==> config.mk <==
export PLATFORM = sky130hd
export DESIGN_NAME = sequence_pattern_tx
export DESIGN_NICKNAME = d
export VERILOG_FILES = /design/src/rtl/sequence_pattern_tx_pkg.sv /design/src/rtl/sequence_pattern_tx.sv
export SDC_FILE = /design/constraint.sdc
export NUM_CORES = 1
export LEC_CHECK = 0
export CORE_UTILIZATION = 47
export CTS_BUF_LIST = sky130_fd_sc_hd__clkbuf_16
export DETAILED_ROUTE_END_ITERATION = 10
export GPL_TIMING_DRIVEN = 0
export PLACE_DENSITY = 0.78
export SLEW_MARGIN = 20
export SYNTH_ARGS = -nofsm -noshare
export SYNTH_HDL_FRONTEND = slang
export SYNTH_SLANG_ARGS = --single-unit
==> constraint.sdc <==
create_clock -name CLK -period 1.9 [get_ports CLK]
set_input_delay 0.57 -clock CLK [delete_from_list [all_inputs] [get_ports CLK]]
set_output_delay 0.57 -clock CLK [all_outputs]
set_load 0.05 [all_outputs]
==> src/rtl/sequence_pattern_tx_pkg.sv <==
// Shared definitions for the serial sequence path: transmitter FSM states and
// the reference pattern that the detector blocks also match against.
package sequence_pattern_tx_pkg;

   typedef enum logic [1:0] {
      ST_IDLE = 2'd0,
      ST_SEND = 2'd1,
      ST_GAP  = 2'd2
   } tx_state_t;

   localparam int               DEFAULT_PATTERN_W = 5;
   localparam logic [4:0]       DEFAULT_PATTERN   = 5'b10011;

endpackage

==> src/rtl/sequence_pattern_tx.sv <==
// Serial pattern transmitter: sends PATTERN MSB-first COUNT times, optionally
// separated by GAP idle cycles, with framing, busy and completion strobes.
module sequence_pattern_tx
   import sequence_pattern_tx_pkg::*;
#(
   parameter int                   PATTERN_W = DEFAULT_PATTERN_W,
   parameter logic [PATTERN_W-1:0] PATTERN   = DEFAULT_PATTERN,
   parameter int                   GAP       = 0,
   parameter int                   CNT_W     = 8
) (
   input  logic             CLK,
   input  logic             RST,
   input  logic             START,
   input  logic [CNT_W-1:0] COUNT,
   input  logic             ABORT,
   output logic             O,
   output logic             VALID,
   output logic             FRAME,
   output logic             BUSY,
   output logic             DONE
);

   localparam int BIT_W = (PATTERN_W > 1) ? $clog2(PATTERN_W) : 1;
   localparam int GAP_W = (GAP > 0) ? $clog2(GAP + 1) : 1;
   localparam logic [BIT_W-1:0] BIT_TOP = BIT_W'(PATTERN_W - 1);
   localparam logic [GAP_W-1:0] GAP_TOP = GAP_W'((GAP > 0) ? GAP - 1 : 0);

   tx_state_t        state, state_n;
   logic [BIT_W-1:0] bit_idx, bit_n;
   logic [GAP_W-1:0] gap_cnt, gap_n;
   logic [CNT_W-1:0] rep_cnt, rep_n;
   logic             done_n;

   // The repetition counter holds the repetitions still owed, including the
   // one currently on the wire, so COUNT at full scale never wraps.
   always_comb begin
      state_n = state;
      bit_n   = bit_idx;
      gap_n   = gap_cnt;
      rep_n   = rep_cnt;
      done_n  = 1'b0;
      case (state)
         ST_IDLE: begin
            if (START) begin
               if (COUNT != '0) begin
                  state_n = ST_SEND;
                  bit_n   = BIT_TOP;
                  rep_n   = COUNT;
               end else begin
                  done_n = 1'b1;
               end
            end
         end
         ST_SEND: begin
            if (ABORT) begin
               state_n = ST_IDLE;
            end else if (bit_idx != '0) begin
               bit_n = bit_idx - BIT_W'(1);
            end else if (rep_cnt > CNT_W'(1)) begin
               rep_n = rep_cnt - CNT_W'(1);
               if (GAP > 0) begin
                  state_n = ST_GAP;
                  gap_n   = GAP_TOP;
               end else begin
                  bit_n = BIT_TOP;
               end
            end else begin
               state_n = ST_IDLE;
               done_n  = 1'b1;
            end
         end
         ST_GAP: begin
            if (ABORT) begin
               state_n = ST_IDLE;
            end else if (gap_cnt != '0) begin
               gap_n = gap_cnt - GAP_W'(1);
            end else begin
               state_n = ST_SEND;
               bit_n   = BIT_TOP;
            end
         end
         default: state_n = ST_IDLE;
      endcase
   end

   // Outputs are decoded from the next state so they are registered yet
   // line up with the state they describe.
   always_ff @(posedge CLK) begin
      if (RST) begin
         state   <= ST_IDLE;
         bit_idx <= '0;
         gap_cnt <= '0;
         rep_cnt <= '0;
         O       <= 1'b0;
         VALID   <= 1'b0;
         FRAME   <= 1'b0;
         BUSY    <= 1'b0;
         DONE    <= 1'b0;
      end else begin
         state   <= state_n;
         bit_idx <= bit_n;
         gap_cnt <= gap_n;
         rep_cnt <= rep_n;
         O       <= (state_n == ST_SEND) && PATTERN[bit_n];
         VALID   <= (state_n == ST_SEND);
         FRAME   <= (state_n == ST_SEND) && (bit_n == BIT_TOP);
         BUSY    <= (state_n != ST_IDLE);
         DONE    <= done_n;
      end
   end

endmodule

==> results of run 1 <==
-- cell usage in the layout, fill, tap and decap left out, types with 2 or more instances in the layout --
cell type / netlist / final
o31ai_2: 2 / 2
a31oi_1: 5 / 5
nor4_1: 3 / 3
nor3_1: 5 / 5
a21oi_1: 17 / 17
nor3b_1: 5 / 3
nand2b_1: 3 / 3
buf_4: 0 / 11
or4_4: 1 / 3
nor2_4: 0 / 2
nand2_1: 9 / 9
a32o_1: 2 / 2
nor3b_4: 1 / 2
clkdlybuf4s15_1: 0 / 5
ha_1: 4 / 4
inv_1: 8 / 8
dfxtp_1: 18 / 16
buf_6: 0 / 2
o32ai_1: 4 / 4
clkbuf_2: 0 / 2
dlygate4sd2_1: 0 / 8
nor2b_1: 2 / 2
clkbuf_16: 0 / 3
clkbuf_1: 4 / 2
nor2_1: 7 / 5
o22ai_1: 3 / 3
-- critical path, cell delays in order, from the launching register on --
cell      delay, ns
dfxtp_4        0.35
or4_4          0.58
o311ai_4       0.45
and4_1         0.29
a21oi_1        0.08
-- state kept, by name (all words and copies together), names as in the netlist --
register / count
DONE: 1
state: 2
O: 1
bit_idx: 3
rep_cnt: 8
BUSY: 1
FRAME: 1
VALID: 1
-- repair_timing --
item,CTS,global route
gates resized for setup,26,18
hold endpoints to repair,0,0
endpoints found under the setup margin,21,13
gates cloned,0,0
setup buffers,5,7
pin swaps,7,6
-- cells by family (layout without fill, tap and decap cells) --
| kind of cell | Yosys count | in the layout |
|---|---|---|
| compound gates | 42 | 42 |
| fa+ha+maj | 4 | 4 |
| buf+inv | 13 | 44 |
| flops | 18 | 18 |
| mux | 1 | 1 |
| other cells | 1 | 1 |
| simple gates | 49 | 49 |
-- stage by stage --
stage	power, mW	worst slack [ns]	std cells	hold slack [ns]
finish	1.13	-0.00499	187	0.483
floorplan	0.596	0.00649	128	0.439
CTS	1.11	0.00320	180	0.483
global placement	0.662	-0.604	171	0.452
detailed placement	0.667	-0.620	171	0.472
global route	1.18	-0.0523	187	0.504
-- area by class of cell --
cell class	count	area, sq um	area share [%]
plain buffers	5	28.8	1.88
well taps	28	35.0	2.29
flip-flops and latches	18	365	23.9
multi-input cells	97	756	49.4
clock inverters	1	3.75	0.245
clock buffers	3	75.1	4.91
inverters	8	30.0	1.96
repair buffers	27	236	15.5
-- path summary, 6_finish.rpt --
path / from / to / slack, ns / cells after the start
setup / recovery: rep_cnt[4] / bit_idx[2] / -0.005 / 4
hold / removal: rep_cnt[6] / rep_cnt[6] / 0.48 / 2
setup reg to reg: rep_cnt[4] / bit_idx[2] / -0.005 / 4
hold reg to reg: rep_cnt[6] / rep_cnt[6] / 0.48 / 2
-- routing by layer --
layer,global-route usage (%),wire (microns),vias up
met5,0,0,-
met4,11.1,41,0
met3,4.24,159,9
met2,42.4,1450,43
met1,32.5,1360,537
li1,-,-,545
-- power groups by stage --
stage / Sequential (mW) / Clock, mW / Combinational [mW]
2_1_floorplan: 0.450 / 0 / 0.146
3_3_place_gp: 0.430 / 0 / 0.232
3_5_place_dp: 0.431 / 0 / 0.236
4_1_cts: 0.424 / 0.436 / 0.247
5_1_grt: 0.429 / 0.455 / 0.292
6_report: 0.426 / 0.432 / 0.273
==> out/metrics.cfg, run 1 <==
[run_status]
status=finished with violations
violations=setup timing

[clock_tree]
cts.htree.levels=1
cts_hold_buf=0
clockBufferDepth=2
numCtsBuffers=3
numClockSinks=18
cts_tree=built
insertion_delay_ns=0.25
path_clk_slew_ns=0.05
cts_root_buf=clkbuf_16

[run]
max_cap_viol_count=0

[power_and_ir_drop]
power_leakage_nw=0.611
vdd_drop_max_v=0.000624
p_sw_uw=336
internal_power_uw=795
p_clk_share_pct=38.2
switching_share_pct=29.7
p_seq_share_pct=37.6
powerDensity_nw_per_um2=739
combPwrFrac_pct=24.2

[yosys]
synth_compound_area_share_pct=29.6
synth_top_area_cell=dfxtp_1
yosysWarnings=0
synth-xor-area-share_pct=0
synth.distinct_cells=42
synth_top_family_by_area=compound AO/OA/AOI/OAI gates
post-synth-top-count-cell=dfxtp_1
ys_seq_area_share_pct=32.9
synth_edf_count=0
synth-simple-area-share_pct=27.2
synth_top_area_share_pct=32.9
muxShareOfSynthArea_pct=0.913
synthAdderAreaFrac_pct=4.57
async_flop_share_pct=0
synth.ff_latch_count=18
synthCells=128
syn_area_sq_um=1100
synth_area_per_cell_sq_um=8.56
synth_top_flop_cell=dfxtp_1
synthTopCellsByCount=dfxtp_1 (18), a21oi_1 (17), nand2_1 (9)
synthTopCellsByArea=dfxtp_1 (33%), a21oi_1 (7.8%), ha_1 (4.6%), nor3b_1 (3.4%), o32ai_1 (3.2%)
syn-num-nets=144

[placement]
routabilityCongestion=0.909
port_buffers=15
dp_hpwl_mm=1.85
placed_area_sq_um=1280

[layout]
fillers=162
layout.nets=176
drive_above_1_share_pct=24.5
num_antenna_cells=0
final_area_sq_um=1530
fin_util_pct=69.2
syn2layout_area_growth_pct=39.6

[routing]
ant_nets=0
routed_wl_mm=3.01
drt_first_pass_iters=4
drt-initial-drc-count=46
dr_total_vias=1134
routedWlPerCell_microns=16.1
drc_errors=0
via_per_inst=6.06

[critical_path]
crit_path_max_fanout=6
cp-start-kind=flip-flop
crit_path_end_kind=flip-flop
worst-setup-path-type=flip-flop to flip-flop
crit_required_ns=2.01
cp_data_arrival_time_ns=2.02

[global_routing]
grt-ovfl-total=0
grt_max_degree=11
grt_pass1_wl_mm=4.91
grt_pass1_vias=1051
antenna_found_initial=0
grt_usage_pct=25.6

[timing]
worst_slack_ns=-0.00499
min_period_ns=1.90
fmax_mhz=525
worst_pin_slew_ns=0.745
setup-tns-final_ns=-0.00499
slew_headroom_pct=49.9
setup_viol_count_final=1
period_share_pct=100
rsz0062_at_grt=true
fin_skew_ns=0.00295
finalMaxSlewViolations=0
hold_viol_final=0

[floorplan]
die_w_microns=50.3
die-height_microns=50.3
rows=17
start_util_pct=49.5
ios=17
coreArea_sq_um=2210
die-area_sq_um=2530

[hold_path]
hp-class=flip-flop to flip-flop

Note: power is estimated with default switching activity, not from simulation.
==> run 2: changes to the inputs <==
clock period = 1.6 ns   (was 1.9 ns; I/O delays follow)
==> run 2 against run 1 <==
  * Non-clock buffer count is 3 lower
  * Sequential share of layout area is 0.76 points lower
  * Critical path type unchanged
  * Via count is 1.3% lower
  * Wire length is 3.8% higher
  * Clock skew is 0.00072 ns lower
  * Combinational power is 34% higher
  * The flow still finishes with violations (setup timing)
  * Sequential cell count stayed put
  * Design area is 4.0% higher
  * Count of clock-buffer cells in the layout stayed put
  * Total power is 22% higher
  * Global-route usage is 0.62 points higher
==> out/metrics.cfg, run 2 (synthesis results as in run 1) <==
[global_routing]
grt-ovfl-total=0  ; unchanged
grt_pass1_vias=1089  ; +3.6%
antenna_found_initial=0  ; unchanged
grt_max_degree=11  ; unchanged
grt_pass1_wl_mm=5.02  ; +2.3%
grt_usage_pct=26.3  ; +0.62 points

[critical_path]
rr_endpoint=rep_cnt[1]
cp-start-kind=flip-flop
crit_path_max_fanout=5  ; -1
crit_path_end_kind=flip-flop
r2r_slack_ns=-0.18  ; -0.17 ns
r2r_cells=5  ; +1
regToRegStartpoint=rep_cnt[6]
worst-setup-path-type=flip-flop to flip-flop
cp_data_arrival_time_ns=1.95  ; -0.07 ns
crit_required_ns=1.78  ; -0.23 ns

[power_and_ir_drop]
power_leakage_nw=0.621  ; +1.6%
internal_power_uw=970  ; +22%
combPwrFrac_pct=26.4  ; +2.2 points
power.total_mw=1.38  ; +22%
vdd_drop_max_v=0.000987  ; +58%
powerDensity_nw_per_um2=869  ; +18%
p_sw_uw=414  ; +23%
p_clk_share_pct=36.7  ; -1.5 points
switching_share_pct=29.9  ; +0.18 points
p_seq_share_pct=36.9  ; -0.7 points

[routing]
drt-initial-drc-count=53  ; +15%
via_per_inst=6.08  ; +0.29%
drt_first_pass_iters=4  ; unchanged
routedWlPerCell_microns=17.0  ; +5.5%
dr_total_vias=1119  ; -1.3%
ant_nets=0  ; unchanged
routed_wl_mm=3.13  ; +3.8%
drc_errors=0  ; unchanged

[floorplan]
rows=17  ; unchanged
start_util_pct=49.5  ; unchanged
die-area_sq_um=2530  ; unchanged
die_w_microns=50.3  ; unchanged
die-height_microns=50.3  ; unchanged
ios=17  ; unchanged
coreArea_sq_um=2210  ; unchanged

[layout]
fillers=172  ; +6.2%
layout.nets=173  ; -1.7%
largest_reg_flops=8  ; unchanged
final_cell_mix=a21oi_1 (15), dfxtp_1 (12), nand2_1 (9)
drive_above_1_share_pct=35.3  ; +11 points
final_common_cell=a21oi_1
regMostFlops=rep_cnt
num_antenna_cells=0  ; unchanged
syn2layout_area_growth_pct=45.2
top_regs=rep_cnt: 8 flops, bit_idx: 3 flops, state: 2 flops

[clock_tree]
cts_tree=built
numCtsBuffers=3  ; unchanged
numClockSinks=18  ; unchanged
cts.htree.levels=1  ; unchanged
cts_root_buf=clkbuf_16
cts_hold_buf=0  ; unchanged
insertion_delay_ns=0.25  ; about the same
path_clk_slew_ns=0.05  ; about the same
clockBufferDepth=2  ; unchanged

[run_status]
status=finished with violations
violations=setup timing

[timing]
rsz0062_at_grt=true
worst_pin_slew_ns=0.580  ; -0.164 ns
min_period_ns=1.78  ; -0.130 ns
slew_headroom_pct=61.3  ; +11 points
setup-tns-final_ns=-2.01  ; -2.00 ns
hold_viol_final=0  ; unchanged
fmax_mhz=563  ; +7.3%
finalMaxSlewViolations=0  ; unchanged
period_share_pct=111  ; +11 points
setup_viol_count_final=17  ; +16
fin_skew_ns=0.00223  ; -0.000717 ns
worst_slack_ns=-0.175  ; -0.170 ns

[run]
max_cap_viol_count=0  ; unchanged

[hold_path]
min_path_cells=2  ; unchanged
hp-class=flip-flop to flip-flop
min_from=rep_cnt[6]
hold_end=rep_cnt[6]

[placement]
port_buffers=15  ; unchanged
dp_hpwl_mm=2.07  ; +12%
routabilityCongestion=0.892  ; -1.9%

run 2: changes by cell type in the layout (fill, tap and decap cells not counted), moves of 2 or more:
cell	delta
clkdlybuf4s15_1	-2
ha_4	+2
clkbuf_2	+3
buf_4	-5
dfxtp_2	+5
ha_1	-2
a21oi_2	+2
dfxtp_1	-4
a21oi_1	-2
nor4_1	-2
run 2: critical path, stage by stage, from the launching register on:
cell	delay, ns
dfxtp_2	0.33
or4_4	0.60
o311ai_4	0.37
buf_6	0.17
nand3_2	0.08
a21oi_2	0.15
run 2: worst max path at each step:
stage	from	endpoint	slack (ns)	depth (start not counted)
after floorplan	rep_cnt[7]	bit_idx[2]	-0.08	4
after global placement	ABORT	rep_cnt[4]	-0.64	5
after detailed placement	ABORT	rep_cnt[4]	-0.67	5
after CTS	rep_cnt[7]	bit_idx[1]	-0.23	4
after global routing	rep_cnt[6]	rep_cnt[1]	-0.21	5
final	rep_cnt[6]	rep_cnt[1]	-0.18	5
run 2: repair_timing:
action                     CTS  global route
pin swaps                   15            12
gates resized for setup     26            28
gates cloned                 1             0
buffers inserted             6             2
setup endpoints to repair   22            17
run 2: final cells by class:
cell class | instances | area, sq um | share of cell area (%)
Timing Repair Buffer | 24 | 198 | 12.4
Tap cell | 28 | 35.0 | 2.20
Buffer | 5 | 28.8 | 1.81
Clock inverter | 1 | 3.75 | 0.236
Clock buffer | 3 | 75.1 | 4.72
Inverter | 8 | 30.0 | 1.89
Sequential cell | 18 | 368 | 23.1
Multi-Input combinational cell | 97 | 853 | 53.6
run 2: routing by layer:
layer  part of all wire, %  global-route usage (%)  vias to the layer above
met5                     0                       0                        -
met4                  0.74                    9.72                        0
met3                   6.8                    6.67                        4
met2                    52                    46.2                       50
met1                    40                    30.2                      525
li1                      -                       -                      540
run 2: per-stage QoR:
| step | setup WS, ns | std cells | hold WS, ns | utilization (%) | instance area, sq um |
|---|---|---|---|---|---|
| after detailed placement | -0.672 | 171 | 0.475 | 60.4 | 1340 |
| after global routing | -0.210 | 184 | 0.527 | 71.9 | 1590 |
| after global placement | -0.637 | 171 | 0.462 | 60.4 | 1340 |
| after CTS | -0.232 | 182 | 0.498 | 67.1 | 1480 |
| after floorplan | -0.0804 | 128 | 0.449 | - | 1150 |
| final | -0.175 | 184 | 0.511 | 71.9 | 1590 |
run 2: power by group through the flow:
stage | Sequential, mW | Combinational [mW] | Clock (mW)
CTS | 0.506 | 0.310 | 0.511
global route | 0.516 | 0.390 | 0.527
finish | 0.511 | 0.365 | 0.508
global placement | 0.510 | 0.295 | 0
detailed placement | 0.512 | 0.304 | 0
floorplan | 0.535 | 0.190 | 0
==> run 3: changes to the inputs <==
RECOVER_POWER = 25   (was unset)
==> results of run 3 <==
Same layout as run 2: the final DEF is identical, and so are final timing and power.
